**src/rtl/rx_phase_ctrl_if.sv**
```systemverilog
// Control/status bundle between the rx front end and the phase controller.
// master drives the run/filter/override inputs; slave is the controller itself.
interface rx_phase_ctrl_if #(
    parameter int NB_IN = 19
);
    logic                    i_run;
    logic signed [NB_IN-1:0] i_filt;
    logic                    i_man_en;
    logic [1:0]              i_man_phase;
    logic                    o_enable;
    logic [1:0]              o_phase;
    logic                    o_locked;
    logic                    o_busy;

    modport master (
        output i_run, i_filt, i_man_en, i_man_phase,
        input  o_enable, o_phase, o_locked, o_busy
    );

    modport slave (
        input  i_run, i_filt, i_man_en, i_man_phase,
        output o_enable, o_phase, o_locked, o_busy
    );
endinterface

```
**src/rtl/rx_phase_ctrl.sv**
```systemverilog
// Receive downsampling-phase controller: picks the sample phase with the largest
// accumulated filter magnitude per window, with two-window hysteresis once locked.
module rx_phase_ctrl #(
    parameter int DIV       = 4,
    parameter int NB_IN     = 19,
    parameter int WIN_LOG2  = 8,
    parameter int PHASE_OFS = 0
) (
    input logic            clk,
    input logic            rst,
    rx_phase_ctrl_if.slave bus
);
    localparam int DIV_W = (DIV > 2) ? $clog2(DIV) : 1;
    localparam int ACC_W = NB_IN - 1 + WIN_LOG2;

    typedef enum logic [1:0] {IDLE = 2'd0, ACQ = 2'd1, DECIDE = 2'd2, TRACK = 2'd3} state_t;

    state_t                  state_q, state_d;
    logic [DIV_W-1:0]        div_q, div_d;
    logic [1:0]              ph_q, ph_d;
    logic [ACC_W-1:0]        acc_q [4];
    logic [ACC_W-1:0]        acc_d [4];
    logic [WIN_LOG2-1:0]     sym_q, sym_d;
    logic [1:0]              cand_q, cand_d;
    logic                    locked_q, locked_d;
    logic                    hyst_vld_q, hyst_vld_d;
    logic [1:0]              hyst_ph_q, hyst_ph_d;
    logic [1:0]              phase_q, phase_d;
    logic                    enable;
    logic [1:0]              best;
    logic [1:0]              new_ph;
    logic signed [NB_IN-1:0] filt;

    // |x| with the most negative code clipped to the largest positive magnitude
    function automatic logic [NB_IN-2:0] abs_sat(input logic signed [NB_IN-1:0] x);
        logic signed [NB_IN-1:0] neg;
        neg = -x;
        if (x == {1'b1, {(NB_IN-1){1'b0}}})
            return '1;
        else if (x[NB_IN-1])
            return neg[NB_IN-2:0];
        else
            return x[NB_IN-2:0];
    endfunction

    assign filt   = bus.i_filt;
    assign enable = (div_q == DIV_W'(DIV - 1));

    always_comb begin
        div_d = enable ? '0 : div_q + DIV_W'(1);
        ph_d  = enable ? ph_q + 2'd1 : ph_q;
    end

    // Strict '>' while scanning upward keeps ties on the lowest index
    always_comb begin
        best = 2'd0;
        for (int i = 1; i < 4; i++) begin
            if (acc_q[i] > acc_q[best])
                best = 2'(i);
        end
        new_ph = best + 2'(PHASE_OFS);
    end

    always_comb begin
        state_d    = state_q;
        acc_d      = acc_q;
        sym_d      = sym_q;
        cand_d     = cand_q;
        locked_d   = locked_q;
        hyst_vld_d = hyst_vld_q;
        hyst_ph_d  = hyst_ph_q;

        unique case (state_q)
            IDLE: begin
                if (enable && ph_q == 2'd0 && bus.i_run)
                    state_d = ACQ;
            end
            ACQ, TRACK: begin
                if (enable) begin
                    acc_d[ph_q] = acc_q[ph_q] + ACC_W'(abs_sat(filt));
                    if (ph_q == 2'd3) begin
                        sym_d = sym_q + WIN_LOG2'(1);
                        if (sym_q == '1)
                            state_d = DECIDE;
                    end
                end
            end
            DECIDE: begin
                state_d = TRACK;
                sym_d   = '0;
                for (int i = 0; i < 4; i++)
                    acc_d[i] = '0;
                if (!locked_q) begin
                    cand_d     = new_ph;
                    locked_d   = 1'b1;
                    hyst_vld_d = 1'b0;
                end else if (new_ph == cand_q) begin
                    hyst_vld_d = 1'b0;
                end else if (hyst_vld_q && hyst_ph_q == new_ph) begin
                    cand_d     = new_ph;
                    hyst_vld_d = 1'b0;
                end else begin
                    hyst_vld_d = 1'b1;
                    hyst_ph_d  = new_ph;
                end
            end
        endcase

        // Dropping run abandons the window but keeps the last chosen phase
        if (!bus.i_run) begin
            state_d    = IDLE;
            sym_d      = '0;
            locked_d   = 1'b0;
            hyst_vld_d = 1'b0;
            for (int i = 0; i < 4; i++)
                acc_d[i] = '0;
        end
    end

    assign phase_d = bus.i_man_en ? bus.i_man_phase : cand_q;

    always_ff @(posedge clk) begin
        if (rst) begin
            state_q    <= IDLE;
            div_q      <= '0;
            ph_q       <= 2'd0;
            sym_q      <= '0;
            cand_q     <= 2'd0;
            locked_q   <= 1'b0;
            hyst_vld_q <= 1'b0;
            hyst_ph_q  <= 2'd0;
            phase_q    <= 2'd0;
            for (int i = 0; i < 4; i++)
                acc_q[i] <= '0;
        end else begin
            state_q    <= state_d;
            div_q      <= div_d;
            ph_q       <= ph_d;
            sym_q      <= sym_d;
            cand_q     <= cand_d;
            locked_q   <= locked_d;
            hyst_vld_q <= hyst_vld_d;
            hyst_ph_q  <= hyst_ph_d;
            phase_q    <= phase_d;
            acc_q      <= acc_d;
        end
    end

    assign bus.o_enable = enable;
    assign bus.o_phase  = phase_q;
    assign bus.o_locked = locked_q;
    assign bus.o_busy   = (state_q == ACQ) || (state_q == DECIDE && !locked_q);

endmodule

```
**src/flat_wrapper.sv**
```systemverilog
// flat-port wrapper written by rule: the top's interface ports become plain ports
module rx_phase_ctrl_flat 
#(
    parameter int DIV       = 4,
    parameter int NB_IN     = 19,
    parameter int WIN_LOG2  = 8,
    parameter int PHASE_OFS = 0
)
  (clk, rst, bus_i_run, bus_i_filt, bus_i_man_en, bus_i_man_phase, bus_o_enable, bus_o_phase, bus_o_locked, bus_o_busy);
  rx_phase_ctrl_if #(.NB_IN(NB_IN)) bus_i ();
  input logic clk;
  input logic rst;
  input wire logic [$bits(bus_i.i_run)-1:0] bus_i_run;
  input wire logic [$bits(bus_i.i_filt)-1:0] bus_i_filt;
  input wire logic [$bits(bus_i.i_man_en)-1:0] bus_i_man_en;
  input wire logic [$bits(bus_i.i_man_phase)-1:0] bus_i_man_phase;
  output wire logic [$bits(bus_i.o_enable)-1:0] bus_o_enable;
  output wire logic [$bits(bus_i.o_phase)-1:0] bus_o_phase;
  output wire logic [$bits(bus_i.o_locked)-1:0] bus_o_locked;
  output wire logic [$bits(bus_i.o_busy)-1:0] bus_o_busy;
  assign bus_i.i_run = bus_i_run;
  assign bus_i.i_filt = bus_i_filt;
  assign bus_i.i_man_en = bus_i_man_en;
  assign bus_i.i_man_phase = bus_i_man_phase;
  assign bus_o_enable = bus_i.o_enable;
  assign bus_o_phase = bus_i.o_phase;
  assign bus_o_locked = bus_i.o_locked;
  assign bus_o_busy = bus_i.o_busy;
  rx_phase_ctrl #(.DIV(DIV), .NB_IN(NB_IN), .WIN_LOG2(WIN_LOG2), .PHASE_OFS(PHASE_OFS)) u_core (.clk(clk), .rst(rst), .bus(bus_i));
endmodule
```
**config.mk**
```make
export PLATFORM = sky130hd
export DESIGN_NAME = rx_phase_ctrl_flat
export DESIGN_NICKNAME = d
export VERILOG_FILES = /design/src/rtl/rx_phase_ctrl_if.sv /design/src/rtl/rx_phase_ctrl.sv /design/src/flat_wrapper.sv
export SDC_FILE = /design/constraint.sdc
export NUM_CORES = 1
export LEC_CHECK = 0
export BUFFER_PORTS_ARGS = -buffer_cell sky130_fd_sc_hd__buf_2
export CORE_ASPECT_RATIO = 0.5
export CORE_UTILIZATION = 55
export CTS_CLUSTER_DIAMETER = 30
export CTS_CLUSTER_SIZE = 8
export DETAILED_ROUTE_END_ITERATION = 16
export PLACE_DENSITY = 0.85
export SLEW_MARGIN = 40
export SYNTH_ARGS = -nofsm -noshare
export SYNTH_HDL_FRONTEND = slang
export SYNTH_SLANG_ARGS = --single-unit
```
**constraint.sdc**
```tcl
create_clock -name clk -period 5.82 [get_ports clk]
set_clock_uncertainty 0.1 [all_clocks]
set_input_delay 1.164 -clock clk [delete_from_list [all_inputs] [get_ports clk]]
set_output_delay 1.164 -clock clk [all_outputs]
set_load 0.02 [all_outputs]
```
==> results.cfg <==
[outcome]
status = finished, violations left
violations = setup timing

[clock_network]
clk_pin_slew_worst_paths_ns = 0.06
cts_max_path_buffers = 2
clock_latency_ns = 0.43
clkSinkCount = 126
htree_levels = 4
numCtsBuffers = 17
cts_tree = done
cts-root-buf = clkbuf_16

[timing]
whs_ns = 0.356
worst_pin_slew_ns = 0.814
finalSetupViolations = 5
hold_violations = 0
period_share_pct = 121
fin_crit_ns = 7.07
worst_slack_ns = -1.25
slew_violations = 0
relSlewSlack_pct = 45.5
rsz0062_at_grt = yes
max_freq_mhz = 141

[global_route]
grt_max_degree = 65
grt_pass1_vias = 9130
grt_use_met3_pct = 7.16
grt_first_pass_wirelength_um = 46600
antenna_found_initial = 0
grt_usage_pct = 35.4
overflow = 0
grtUsageMet1_pct = 45.0
use_met2_pct = 57.2
top_usage_layer = met2

[worst_setup_path]
r2r_cells = 30
worstSetupEndpointType = register
crit_path_max_fanout = 16
slowest_stage = or4_1
worst_ep_arrival_time_ns = 7.29
max_stage_delay_ns = 0.43
r2r_end = u_core.hyst_ph_q[0]
r2r_slack_ns = -1.25
start_kind = register
crit_type = reg2reg
crit_buf_inv = 6
reg2reg_from = u_core.acc_q[86]
critical_path_required_ns = 6.04
critPathTopFamily = compound AO/OA/AOI/OAI gates

[synthesis]
ys_ff_latch = 126
synth.largest_area_cell = dfxtp_1
synth_cell_types = 62
synth_cells = 1102
synth_top_cell_area_share_pct = 27.8
yosys_most_used_dff = dfxtp_1
mappedNetlistNets = 1231
ys_seq_area_share_pct = 27.8
synthTopCellsByArea = dfxtp_1, ha_1, nand2_1, mux4_2, a21oi_1
ys_warn_count = 0
synthArstFlopShare_pct = 0
syn_area_um2 = 9090
syn_area_per_cell_um2 = 8.25
synth_edf_count = 0
synth_commonest_cells = nand2_1, dfxtp_1, ha_1, a21oi_1, o21ai_0
synth_most_common_cell = nand2_1

[routing]
drcViolationCount = 0
viasPerCell = 6.70
vias = 9816
drt_first_pass_iters = 5
routed_wl_um = 31700
detail_route.wl_per_cell_um = 21.7
drtIter0Drc = 1358
antenna_left = 0

[die]
core_um2 = 15800
start_util_pct = 57.6
die_h_um = 92.9
ioPinCount = 30
die_x_um = 184
rows = 32
die-area_um2 = 17100

[placement]
place_ws_ns = -1.14
io_buffer_count = 29
hpwl_um = 19900
gp_congestion = 0.994

[power_and_ir_drop]
p_per_area_nw_per_um2 = 200
finalPower_mw = 2.29
p_leak_nw = 4.86
peakVddDrop_uv = 194

[final_layout]
final_nets = 1359
syn_to_final_growth_pct = 26.2
layout-drive-gt1-share_pct = 24.8
num-fill-cells = 1036
diodes = 0

[min_path]
hold_path_class = reg2reg
hp-start = u_core.div_q[0]
min_to = u_core.div_q[0]
holdPathStages = 1

[flow_run]
max-cap-violations = 0
-- cell families after synthesis --
group	share of synthesized area, %
AO/OA/AOI/OAI	19.0
XOR/XNOR	4.34
adder cells (fa/ha/maj)	14.4
buffers and inverters	4.53
flip-flops	27.8
multiplexers	9.98
AND/OR/NAND/NOR	20.0
-- area by class of cell --
| type | count | area, um^2 | area share [%] |
|---|---|---|---|
| multi-input cells | 869 | 6570 | 57.3 |
| flip-flops and latches | 126 | 2530 | 22.1 |
| repair buffers | 167 | 1250 | 10.9 |
| clock buffers | 19 | 433 | 3.78 |
| well taps | 221 | 277 | 2.41 |
| clock inverters | 13 | 214 | 1.87 |
| inverters | 49 | 184 | 1.60 |
-- report_power, final --
group          internal [mW]  switching [mW]  leakage, nW  total (mW)
combinational         0.0844           0.128         3.53       0.213
sequential             0.866         0.00877         1.02       0.874
clock                  0.763           0.443        0.308        1.21
-- state kept, by name (all words and copies together) (netlist names) --
register / flops
u_core.bus.o_locked: 1
u_core.state_q: 2
u_core.div_q: 2
u_core.hyst_ph_q: 2
u_core.bus.o_phase: 2
u_core.hyst_vld_q: 1
u_core.ph_q: 2
u_core.acc_q: 104
u_core.sym_q: 8
u_core.cand_q: 2
-- layout by cell type (no fill, tap or decap), types with 6 or more instances in the layout --
master,instances
a211oi_1,6
buf_2,29
a31oi_1,6
xnor2_1,24
mux2i_4,7
dfxtp_1,116
dfxtp_2,10
ha_4,11
nand2_1,157
and3_1,7
a21oi_1,94
nor2b_1,7
buf_4,127
clkbuf_16,17
o211ai_1,6
nand3_1,73
ha_1,92
inv_1,44
mux4_2,25
xor2_1,21
o21a_1,14
mux2i_1,19
buf_6,7
nor2_1,60
nor3_1,6
a21o_1,13
o21ai_0,71
o21ai_1,9
a32o_1,19
nand4_1,20
-- metrics by stage --
| stage | area [um^2] | utilization, % | TNS (ns) | std cells |
|---|---|---|---|---|
| 2_1_floorplan | 9170 | - | -0.167 | 1102 |
| 5_1_grt | 11500 | 72.7 | -6.83 | 1464 |
| 3_5_place_dp | 10200 | 64.6 | -5.46 | 1405 |
| 3_3_place_gp | 10200 | 64.4 | -4.56 | 1405 |
| 6_report | 11500 | 72.7 | -5.96 | 1464 |
| 4_1_cts | 11200 | 70.9 | -3.20 | 1455 |
-- routing by layer --
layer  wire length [um]  up-vias
li1                   -     4267
met1              11800     4573
met2              14100      798
met3               4160      178
met4               1690        0
met5                  0        -
-- worst max path at each step --
stage	start	endpoint	cells past startpoint
3_3_place_gp	u_core.acc_q[103]	u_core.hyst_ph_q[1]	29
5_1_grt	u_core.acc_q[86]	u_core.hyst_ph_q[0]	30
3_5_place_dp	u_core.acc_q[103]	u_core.hyst_ph_q[0]	29
6_report	u_core.acc_q[86]	u_core.hyst_ph_q[0]	30
2_1_floorplan	u_core.acc_q[103]	u_core.hyst_ph_q[0]	29
4_1_cts	u_core.acc_q[96]	u_core.hyst_ph_q[0]	29
-- repair_timing --
item,in CTS,in global routing
gates resized for setup,49,36
endpoints found under the setup margin,5,5
gates cloned,3,0
pin swaps,21,26
buffers inserted,16,9
hold buffers,0,0
-- worst reg2reg max path, delay by kind of cell (launching register included) --
| family | cells | cell delay [ns] |
|---|---|---|
| compound gates | 10 | 1.99 |
| mux | 2 | 0.63 |
| fa+ha+maj | 3 | 1.00 |
| buf+inv | 6 | 1.02 |
| simple gates | 9 | 1.90 |
| flops | 1 | 0.34 |
(Power assumes the default switching activity.)
